--- src/rtl/ad5628_pkg.sv ---
// Shared AD5628 scheduler types: FSM states, DAC command codes and the frame packer.
// Frame layout: [31:28]=0, [27:24]=cmd, [23:20]={0,ch}, [19:8]=code, [7:0]=0.
package ad5628_pkg;

    typedef enum logic [2:0] {
        INIT_SEND,
        INIT_WAIT,
        IDLE,
        SEND,
        WAIT_DONE
    } state_t;

    localparam int CH_W    = 3;
    localparam int CODE_W  = 12;
    localparam int FRAME_W = 32;

    localparam logic [3:0] CMD_WRUPD  = 4'h3;
    localparam logic [3:0] CMD_INTREF = 4'h8;

    function automatic logic [FRAME_W-1:0] pack_frame(
        input logic [3:0]        cmd,
        input logic [CH_W-1:0]   ch,
        input logic [CODE_W-1:0] code
    );
        return {4'h0, cmd, 1'b0, ch, code, 8'h00};
    endfunction

endpackage

--- src/rtl/ad5628_rr_arb.sv ---
// Round-robin channel picker: combinational select starting one past the last grant.
// Zero-cycle select; the last-grant pointer only advances when grant_en accepts a grant.
module ad5628_rr_arb #(
    parameter int NUM_CH = 8
) (
    input  logic              clk,
    input  logic              rst,
    input  logic [NUM_CH-1:0] req,
    input  logic              grant_en,
    output logic [NUM_CH-1:0] grant,
    output logic [2:0]        grant_idx,
    output logic              grant_vld
);
    import ad5628_pkg::*;

    logic [CH_W-1:0] last_ptr;
    logic [CH_W:0]   sum;
    logic [CH_W-1:0] cand;

    always_comb begin
        grant     = '0;
        grant_idx = '0;
        grant_vld = 1'b0;
        sum       = '0;
        cand      = '0;
        for (int k = 1; k <= NUM_CH; k++) begin
            sum = {1'b0, last_ptr} + (CH_W+1)'(k);
            if (sum >= (CH_W+1)'(NUM_CH)) begin
                sum = sum - (CH_W+1)'(NUM_CH);
            end
            cand = sum[CH_W-1:0];
            if (!grant_vld && req[cand]) begin
                grant_vld   = 1'b1;
                grant[cand] = 1'b1;
                grant_idx   = cand;
            end
        end
    end

    // Reset to the highest index so channel 0 is searched first.
    always_ff @(posedge clk) begin
        if (rst) begin
            last_ptr <= CH_W'(NUM_CH - 1);
        end else if (grant_en && grant_vld) begin
            last_ptr <= grant_idx;
        end
    end

endmodule

--- src/rtl/ad5628_ch_sched.sv ---
// AD5628 write scheduler: coalesces per-channel codes, sends init frame, then RR write-and-update frames.
// Write to frm_valid in 2 cycles; frame held until frm_ready, next launch only after frm_done.
module ad5628_ch_sched #(
    parameter int          NUM_CH    = 8,
    parameter int          DATA_W    = 12,
    parameter logic [31:0] INIT_WORD = 32'h0800_0001,
    parameter logic [3:0]  CMD_WRUPD = 4'h3
) (
    input  logic                     clk,
    input  logic                     rst,
    input  logic [NUM_CH-1:0]        ch_wr_en,
    input  logic [NUM_CH*DATA_W-1:0] ch_wr_data,
    output logic [NUM_CH-1:0]        ch_pending,
    output logic                     frm_valid,
    output logic [31:0]              frm_data,
    input  logic                     frm_ready,
    input  logic                     frm_done,
    output logic                     init_done,
    output logic                     busy,
    output logic [2:0]               cur_ch
);
    import ad5628_pkg::*;

    state_t            state;
    logic [DATA_W-1:0] code_reg [NUM_CH];
    logic [NUM_CH-1:0] grant;
    logic [2:0]        grant_idx;
    logic              grant_vld;
    logic              grant_en;
    logic              launch;

    assign grant_en = (state == IDLE);
    assign launch   = grant_en && grant_vld;

    ad5628_rr_arb #(
        .NUM_CH (NUM_CH)
    ) u_arb (
        .clk       (clk),
        .rst       (rst),
        .req       (ch_pending),
        .grant_en  (grant_en),
        .grant     (grant),
        .grant_idx (grant_idx),
        .grant_vld (grant_vld)
    );

    // A write landing on the launching channel wins: the frame takes the old
    // code and the pending bit survives with the new one.
    always_ff @(posedge clk) begin
        if (rst) begin
            ch_pending <= '0;
            for (int i = 0; i < NUM_CH; i++) begin
                code_reg[i] <= '0;
            end
        end else begin
            ch_pending <= (ch_pending & ~(grant & {NUM_CH{launch}})) | ch_wr_en;
            for (int i = 0; i < NUM_CH; i++) begin
                if (ch_wr_en[i]) begin
                    code_reg[i] <= ch_wr_data[i*DATA_W +: DATA_W];
                end
            end
        end
    end

    always_ff @(posedge clk) begin
        if (rst) begin
            state     <= INIT_SEND;
            frm_valid <= 1'b0;
            frm_data  <= '0;
            init_done <= 1'b0;
            busy      <= 1'b0;
            cur_ch    <= '0;
        end else begin
            case (state)
                INIT_SEND: begin
                    busy <= 1'b1;
                    if (frm_valid && frm_ready) begin
                        frm_valid <= 1'b0;
                        if (frm_done) begin
                            init_done <= 1'b1;
                            busy      <= 1'b0;
                            state     <= IDLE;
                        end else begin
                            state <= INIT_WAIT;
                        end
                    end else begin
                        frm_valid <= 1'b1;
                        frm_data  <= INIT_WORD;
                    end
                end
                INIT_WAIT: begin
                    if (frm_done) begin
                        init_done <= 1'b1;
                        busy      <= 1'b0;
                        state     <= IDLE;
                    end
                end
                IDLE: begin
                    if (grant_vld) begin
                        frm_valid <= 1'b1;
                        frm_data  <= pack_frame(CMD_WRUPD, grant_idx, code_reg[grant_idx]);
                        cur_ch    <= grant_idx;
                        busy      <= 1'b1;
                        state     <= SEND;
                    end
                end
                SEND: begin
                    if (frm_ready) begin
                        frm_valid <= 1'b0;
                        if (frm_done) begin
                            busy  <= 1'b0;
                            state <= IDLE;
                        end else begin
                            state <= WAIT_DONE;
                        end
                    end
                end
                WAIT_DONE: begin
                    if (frm_done) begin
                        busy  <= 1'b0;
                        state <= IDLE;
                    end
                end
                default: begin
                    frm_valid <= 1'b0;
                    busy      <= 1'b0;
                    state     <= INIT_SEND;
                end
            endcase
        end
    end

endmodule

--- config.mk ---
export PLATFORM = sky130hd
export DESIGN_NAME = ad5628_ch_sched
export DESIGN_NICKNAME = d
export VERILOG_FILES = /design/src/rtl/ad5628_pkg.sv /design/src/rtl/ad5628_rr_arb.sv /design/src/rtl/ad5628_ch_sched.sv
export SDC_FILE = /design/constraint.sdc
export NUM_CORES = 1
export LEC_CHECK = 0
export ABC_AREA = 1
export BUFFER_PORTS_ARGS = -buffer_cell sky130_fd_sc_hd__buf_2
export CAP_MARGIN = 20
export CELL_PAD_IN_SITES_DETAIL_PLACEMENT = 0
export CELL_PAD_IN_SITES_GLOBAL_PLACEMENT = 2
export CORE_MARGIN = 1.5
export CORE_UTILIZATION = 34
export DETAILED_ROUTE_END_ITERATION = 12
export GPL_TIMING_DRIVEN = 0
export PLACE_DENSITY = 0.83
export SLEW_MARGIN = 30
export SYNTH_ARGS = -nofsm -noshare
export SYNTH_HDL_FRONTEND = slang
export SYNTH_SLANG_ARGS = --single-unit
--- constraint.sdc ---
create_clock -name clk -period 6.6 [get_ports clk]
set_clock_uncertainty 0.05 [all_clocks]
set_input_delay 1.32 -clock clk [delete_from_list [all_inputs] [get_ports clk]]
set_output_delay 1.32 -clock clk [all_outputs]
set_load 0.005 [all_outputs]
---- Word-level counts from Yosys, hierarchy flattened ----
Memories as Yosys holds them, arrays and structs flattened.
Cells that the tools add are included.
Widths: inputs -> output; s select.
storage, ports and cells
  register bits after elaboration ......... 52
  bits in writable memories ............... 96
  input bits .............................. 108
  output and inout bits ................... 46
  logic and storage cells ................. 232
  memories ................................ 1
memories
  memory    words  width  rd ports  clocked after memory_dff  wr ports  line                   text
  code_reg  8      12     1         0                         8         ad5628_ch_sched.sv:25  logic [DATA_W-1:0] code_reg [NUM_CH];
cells by class
  add/subtract/negate cells ............... 16
  magnitude comparators ................... 24
  equality and inequality tests ........... 9
  multiplexer cells ....................... 120
  bitwise logic cells ..................... 20
  reductions and logical operators ........ 34
operators with widths
  operator             number
  $mux 12              8
  $mux 32              2
  $mux 8               8
  $or 8x8->8           8
  $pmux 32 s2          1
  $mux 3               21
  $mux 1               59
  $ge 4x4->1 const B   8
  $lt 3x4->1 const B   8
  $bmux 1 s3           8
  $demux 1 s3          8
  $ge 3x1->1 const B   8
  $sub 3x1->3 const B  8
  $logic_and 1x1->1    17
  $add 3x3->4 const B  4
  $and 8x8->8          2
  $pmux 3 s4           1
  $add 3x2->4 const B  2
  $ne 2x2->1 const B   4
  $not 8->8            1
  $or 1x1->1           8
  $pmux 1 s4           2
  $logic_not 1->1      7
  $eq 3x2->1 const B   2
  other kinds (14)     18

---- Logic depth before layout (Yosys ltp) ----
  word-level depth ........................ 32
  gate-level depth with buffers ........... 27
  mapped depth without buffers ............ 20

---- Cells and area by module ----
A second synthesis with hierarchy kept.
second synthesis, totals
  cell total of the unflattened synthesis .. 1061
  area, all modules ....................... 7742.4 sq um
modules (own cells, without submodules)
  module           instances  cells each  area each (sq um)  sequential area each (sq um)
  ad5628_ch_sched  1          759         6180.9             3563.4
  ad5628_rr_arb    1          302         1561.5             60.1

---- Worst setup path before layout ----
No wires, ideal clock.
  path kind ............................... register -> register
  start point ............................. register u_arb.last_ptr[0]
  end point ............................... register u_arb.last_ptr[2]
  setup time .............................. 0.138 ns
  arrival time ............................ 3.330 ns
  required time ........................... 6.412 ns
  slack ................................... 3.082 ns
  cell stages (with the launch flop) ...... 26
  path buffers ............................ 7
  period minus slack after synthesis ...... 3.518 ns
  cell sequence ........................... dfxtp_1 > buf_4 > inv_2 > buf_6 > buf_2 > buf_1 > ha_1 > buf_4 > inv_2 > buf_4 > nand3_1 > nand3_2 > nand2_4 > nor2_8 > nand4_4 > nor2_8 > nand2_2 > nor2_1 > nand2_1 > nand2_2 > inv_2 > nand2_2 > inv_2 > buf_6 > nand2_1 > o211ai_1
between the ends
  cells in the longest elaborated chain, start to end .. 28
  elaborated cells between the ends (all ways) .. 79
  those cells by class .................... add/sub (16); order compare (8); mux (40); reduce/logical (15)
RTL lines
  element                                    line                                      text
  from (decl)                                ad5628_rr_arb.sv:16                       logic [CH_W-1:0] last_ptr;
  from (signal assigned)                     ad5628_rr_arb.sv:43                       last_ptr <= CH_W'(NUM_CH - 1);
  from (signal assigned)                     ad5628_rr_arb.sv:45                       last_ptr <= grant_idx;
  $add 3x1->4                                ad5628_rr_arb.sv:27                       sum = {1'b0, last_ptr} + (CH_W+1)'(k);
  $ge 4x4->1 or $sub 3x1->3 (tied branches)  ad5628_rr_arb.sv:28, ad5628_rr_arb.sv:29
  $mux 3                                     ad5628_rr_arb.sv:28                       if (sum >= (CH_W+1)'(NUM_CH)) begin
  $bmux 1 s3                                 ad5628_rr_arb.sv:32                       if (!grant_vld && req[cand]) begin
  $mux 1 (implied by the code)               ad5628_rr_arb.sv:32
  $mux 1                                     ad5628_rr_arb.sv:32
  $logic_not 1->1                            ad5628_rr_arb.sv:32
  $logic_and 1x1->1                          ad5628_rr_arb.sv:32
  [... 12 more ...]                          -
  $mux 1                                     ad5628_rr_arb.sv:32
  $logic_not 1->1                            ad5628_rr_arb.sv:32
  $logic_and 1x1->1                          ad5628_rr_arb.sv:32
  $mux 1                                     ad5628_rr_arb.sv:32
  $logic_not 1->1                            ad5628_rr_arb.sv:32
  $logic_and 1x1->1                          ad5628_rr_arb.sv:32
  $mux 1                                     ad5628_rr_arb.sv:32
  $logic_and 1x1->1                          ad5628_rr_arb.sv:44                       end else if (grant_en && grant_vld) begin
Parallel ways exist; a longest one is shown, timed or not. The select of a mux whose other input is x is not followed.
A chain may end at the register's enable or synchronous reset.

---- Worst setup path after layout ----
  start point ............................. register u_arb.last_ptr[0]
  end point ............................... register frm_data[13]
between the ends
  cells in the longest elaborated chain, start to end .. 30
  elaborated cells between the ends (all ways) .. 83
  those cells by class .................... add/sub (16); order compare (8); eq/ne (1); mux (42); reduce/logical (15); memory (1)
RTL lines
  element                                    line                                      text
  $add 3x1->4                                ad5628_rr_arb.sv:27
  $ge 4x4->1 or $sub 3x1->3 (tied branches)  ad5628_rr_arb.sv:28, ad5628_rr_arb.sv:29
  $mux 3                                     ad5628_rr_arb.sv:28
  $bmux 1 s3                                 ad5628_rr_arb.sv:32
  $mux 1 (implied by the code)               ad5628_rr_arb.sv:32
  $mux 1                                     ad5628_rr_arb.sv:32
  $logic_not 1->1                            ad5628_rr_arb.sv:32
  $logic_and 1x1->1                          ad5628_rr_arb.sv:32
  [... 14 more ...]                          -
  $logic_and 1x1->1                          ad5628_rr_arb.sv:32
  $mux 1                                     ad5628_rr_arb.sv:32
  $logic_not 1->1                            ad5628_rr_arb.sv:32
  $logic_and 1x1->1                          ad5628_rr_arb.sv:32
  $mux 3                                     ad5628_rr_arb.sv:32
  $mem_v2 8x12                               -
  $mux 32                                    ad5628_ch_sched.sv:99                     if (grant_vld) begin
  $pmux 32 s2                                ad5628_ch_sched.sv:74                     case (state)
  to (signal assigned)                       ad5628_ch_sched.sv:101                    frm_data <= pack_frame(CMD_WRUPD, grant_idx, code_reg[grant_idx]);
  to (decl)                                  ad5628_ch_sched.sv:15                     output logic [31:0] frm_data,
Parallel ways exist; a longest one is shown, timed or not. The select of a mux whose other input is x is not followed.

==> flow_summary_export.csv <==
group,metric,value,unit
floorplan,core,22800,um2
cells_and_area,nNetsFinal,1331,
synthesis,seq_area_frac_synth,45.5,%
pwr,comb_power_share,62.6,%
cts,postCtsHoldBufs,0,
cts,cts_tree,"yes",
setup_path,path_max_fanout,10,
floorplan,row_count,55,
pwr,p_switching,2.68,mW
timing,setup_violations,0,
cts,cts_inserted_buffers,17,
cells_and_area,drive_above_1_share,22.2,%
placed_design,dp_hpwl,18900,um
run,maxCapViolations,0,
floorplan,io_pins,154,
cts,cts_max_level,4,
run_status,status,"complete, no violations",
setup_path,end_kind,"register",
cts,clk_latency,0.41,ns
cts,cts_setup_buffers,0,
global_routing,first_global_vias,6545,
setup_path,start_kind,"register",
timing,slew_viol_final,0,
floorplan,dieHeight,156,um
cts,cts_resized,0,
timing,fin_ws,2.07,ns
synthesis,synth_area,7960,um2
synthesis,synthArstFlopShare,0,%
global_routing,grt_first_pass_wirelength,36000,um
pwr,pwr-share-seq,20.3,%
pwr,switching_share,50.8,%
synthesis,yosys.cell_types.count,42,
timing,timing.fmax,0.221,GHz
pwr,p_clk_share,17.2,%
cells_and_area,utilization,42.4,%
global_routing,antenna_found_initial,0,
routing,avgViaCountPerCell,4.58,
floorplan,chipWidth,156,um
synthesis,yosys_warnings,0,
pwr,p_leak,4.82,nW
floorplan,dieArea,24300,um2
routing,drt_iter0_drc,471,
cells_and_area,multiInputGateArea,3160,um2
placed_design,port_buffers,140,
cells_and_area,seq_area,3620,um2
cells_and_area,diodes,0,
pwr,vdd_ir_drop_max,247,uV
pwr,p_per_area,546,nW/um2
pwr,p_int,2.60,mW
setup_path,required,6.82,ns
routing,routedWlPerCell,15.5,um
timing,relSlewSlack,50.8,%
synthesis,synth_edf_count,96,
cts,root_buffer,"clkbuf_16",
cells_and_area,syn_to_final_growth,21.5,%
timing,min_period,4.53,ns
setup_path,crit_type,"register to register",
timing,finalCritPeriodShare,68.7,%
synthesis,synthCells,1046,
timing,setup_tns,0,ns
routing,vias,7064,
synthesis,synth_flop_cell,"edfxtp_1",
cts,clk_pin_slew,0.06,ns
setup_path,critPathArrivalTime,4.75,ns
timing,rsz0062_at_grt,"false",
global_routing,overflow,0,
hold_path,hp-class,"register to register",
cells_and_area,largest_reg_flops,96,
routing,wl,23900,um
global_routing,grt_usage,19.8,%
cells_and_area,nFillCells,2424,
placed_design,place_ws,2.10,ns
synthesis,ys_seq_elements,133,
floorplan,initial_utilization,34.9,%
placed_design,gp_congestion,0.888,
routing,drtPass1Iterations,5,
timing,tightest_slew,0.738,ns
global_routing,grt_max_degree,17,
cts,cts.path.max_buffers,2,
routing,drc_errors,0,
timing,hold_viol,0,
cts,clkSinkCount,133,
routing,detail-route-antenna-nets,0,
synthesis,syn_avg_cell_area,7.61,um2
-- routing by layer --
layer | vias up | track usage, % | share of wire (%)
met5 | - | 0 | 0
met4 | 0 | 8.12 | 2.9
met3 | 45 | 3.25 | 5.1
met2 | 225 | 32.0 | 46
met1 | 3143 | 26.5 | 46
li1 | 3651 | - | -
-- critical path: stages, from the launching register on --
cell     delay (ns)
dfxtp_1        0.31
buf_4          0.17
inv_2          0.06
buf_6          0.15
buf_2          0.24
buf_1          0.42
ha_1           0.31
buf_4          0.18
inv_2          0.07
buf_4          0.18
nand3_1        0.12
nand3_2        0.11
nand2_4        0.10
nor2_8         0.15
nand4_4        0.13
nor2_8         0.19
nand2_4        0.12
inv_2          0.10
nand2_1        0.05
nand3_1        0.24
buf_4          0.27
buf_6          0.16
nand2_1        0.07
nand3_1        0.14
nand3_1        0.12
nand3_1        0.08
a21oi_1        0.06
-- power groups by stage --
stage,clock network [mW],registers (mW),logic [mW]
after floorplan,0,1.07,2.26
after global routing,0.960,1.08,3.60
after detailed placement,0,1.09,3.28
after global placement,0,1.09,3.31
final,0.906,1.07,3.30
after CTS,0.922,1.07,3.29
-- path summary, 6_finish.rpt --
kind | start | to | slack (ns) | cells past startpoint
worst min register to register | cur_ch[2]$_SDFFE_PP0P_ | cur_ch[2]$_SDFFE_PP0P_ | 0.42 | 2
worst max register to register | u_arb.last_ptr[0]$_SDFFE_PP1P_ | frm_data[13]$_SDFFE_PP0P_ | 2.07 | 26
worst min-delay path | cur_ch[2]$_SDFFE_PP0P_ | cur_ch[2]$_SDFFE_PP0P_ | 0.42 | 2
worst max-delay path | u_arb.last_ptr[0]$_SDFFE_PP1P_ | frm_data[13]$_SDFFE_PP0P_ | 2.07 | 26
-- metrics by stage --
step / instances / total power [mW] / cell area, um2 / hold WS, ns
2_1_floorplan: 1058 / 3.33 / 8010 / 0.406
3_3_place_gp: 1511 / 4.40 / 9100 / 0.397
3_5_place_dp: 1511 / 4.37 / 9100 / 0.406
4_1_cts: 1543 / 5.28 / 9670 / 0.422
5_1_grt: 1543 / 5.65 / 9670 / 0.447
6_report: 1543 / 5.28 / 9670 / 0.419
-- layout by cell type (no fill, tap or decap), drive strengths merged --
| cell | count |
|---|---|
| conb | 13 |
| o2111ai | 4 |
| a22oi | 2 |
| nand3 | 169 |
| nand4 | 5 |
| o21ai | 18 |
| o21bai | 2 |
| nor3 | 12 |
| o31ai | 2 |
| nand3b | 12 |
| buf | 187 |
| nor2 | 130 |
| o211ai | 6 |
| o221ai | 5 |
| a21oi | 44 |
| dfxtp | 37 |
| a211oi | 2 |
| clkbuf | 40 |
| inv | 221 |
| nand2 | 203 |
| a31oi | 2 |
| or2 | 7 |
| ha | 6 |
| clkinv | 5 |
| edfxtp | 96 |
-- synth_stat cells (2+ instances only) --
| cell | instances | area (um2) |
|---|---|---|
| ha_1 | 6 | 75.1 |
| nor3_1 | 12 | 60.1 |
| edfxtp_1 | 96 | 2880 |
| or2_2 | 7 | 43.8 |
| o21ai_0 | 17 | 85.1 |
| nand3_2 | 11 | 110 |
| nand2_1 | 189 | 709 |
| o31ai_1 | 2 | 15.0 |
| buf_4 | 23 | 173 |
| nor2_1 | 123 | 462 |
| inv_1 | 203 | 762 |
| a211oi_1 | 2 | 15.0 |
| a22oi_1 | 2 | 15.0 |
| a21oi_1 | 43 | 215 |
| buf_1 | 2 | 7.51 |
| dfxtp_1 | 37 | 741 |
| inv_2 | 12 | 45.0 |
| o2111ai_1 | 4 | 35.0 |
| o21bai_1 | 2 | 15.0 |
| o211ai_1 | 6 | 45.0 |
| nor2_8 | 2 | 40.0 |
| nand2_2 | 12 | 75.1 |
| nand3b_1 | 12 | 90.1 |
| buf_6 | 8 | 90.1 |
| o221ai_1 | 5 | 43.8 |
| buf_2 | 14 | 70.1 |
| nand3_1 | 157 | 786 |
| nand2_4 | 2 | 22.5 |
| clkbuf_1 | 17 | 63.8 |
| nor2_2 | 4 | 25.0 |
| nand4_1 | 3 | 18.8 |
-- kinds of logic (layout without fill, tap and decap cells) --
group,count (synthesis),count (layout),share of synthesized area (%)
and+or+nand+nor,538,538,31.5
DFF,133,133,45.5
other,1,13,0.0471
AOI/OAI and AO/OA,87,87,6.68
buffers and inverters,281,453,15.3
adders and majority gates,6,6,0.943
-- cell type report --
| type | instances | share of cell area, % |
|---|---|---|
| plain buffers | 64 | 4.18 |
| clock buffers | 23 | 5.28 |
| clock inverters | 9 | 0.634 |
| inverters | 217 | 8.45 |
| multi-input cells | 644 | 32.7 |
| flip-flops and latches | 133 | 37.5 |
| well taps | 313 | 4.05 |
| repair buffers | 140 | 7.25 |
(Power assumes the default switching activity.)
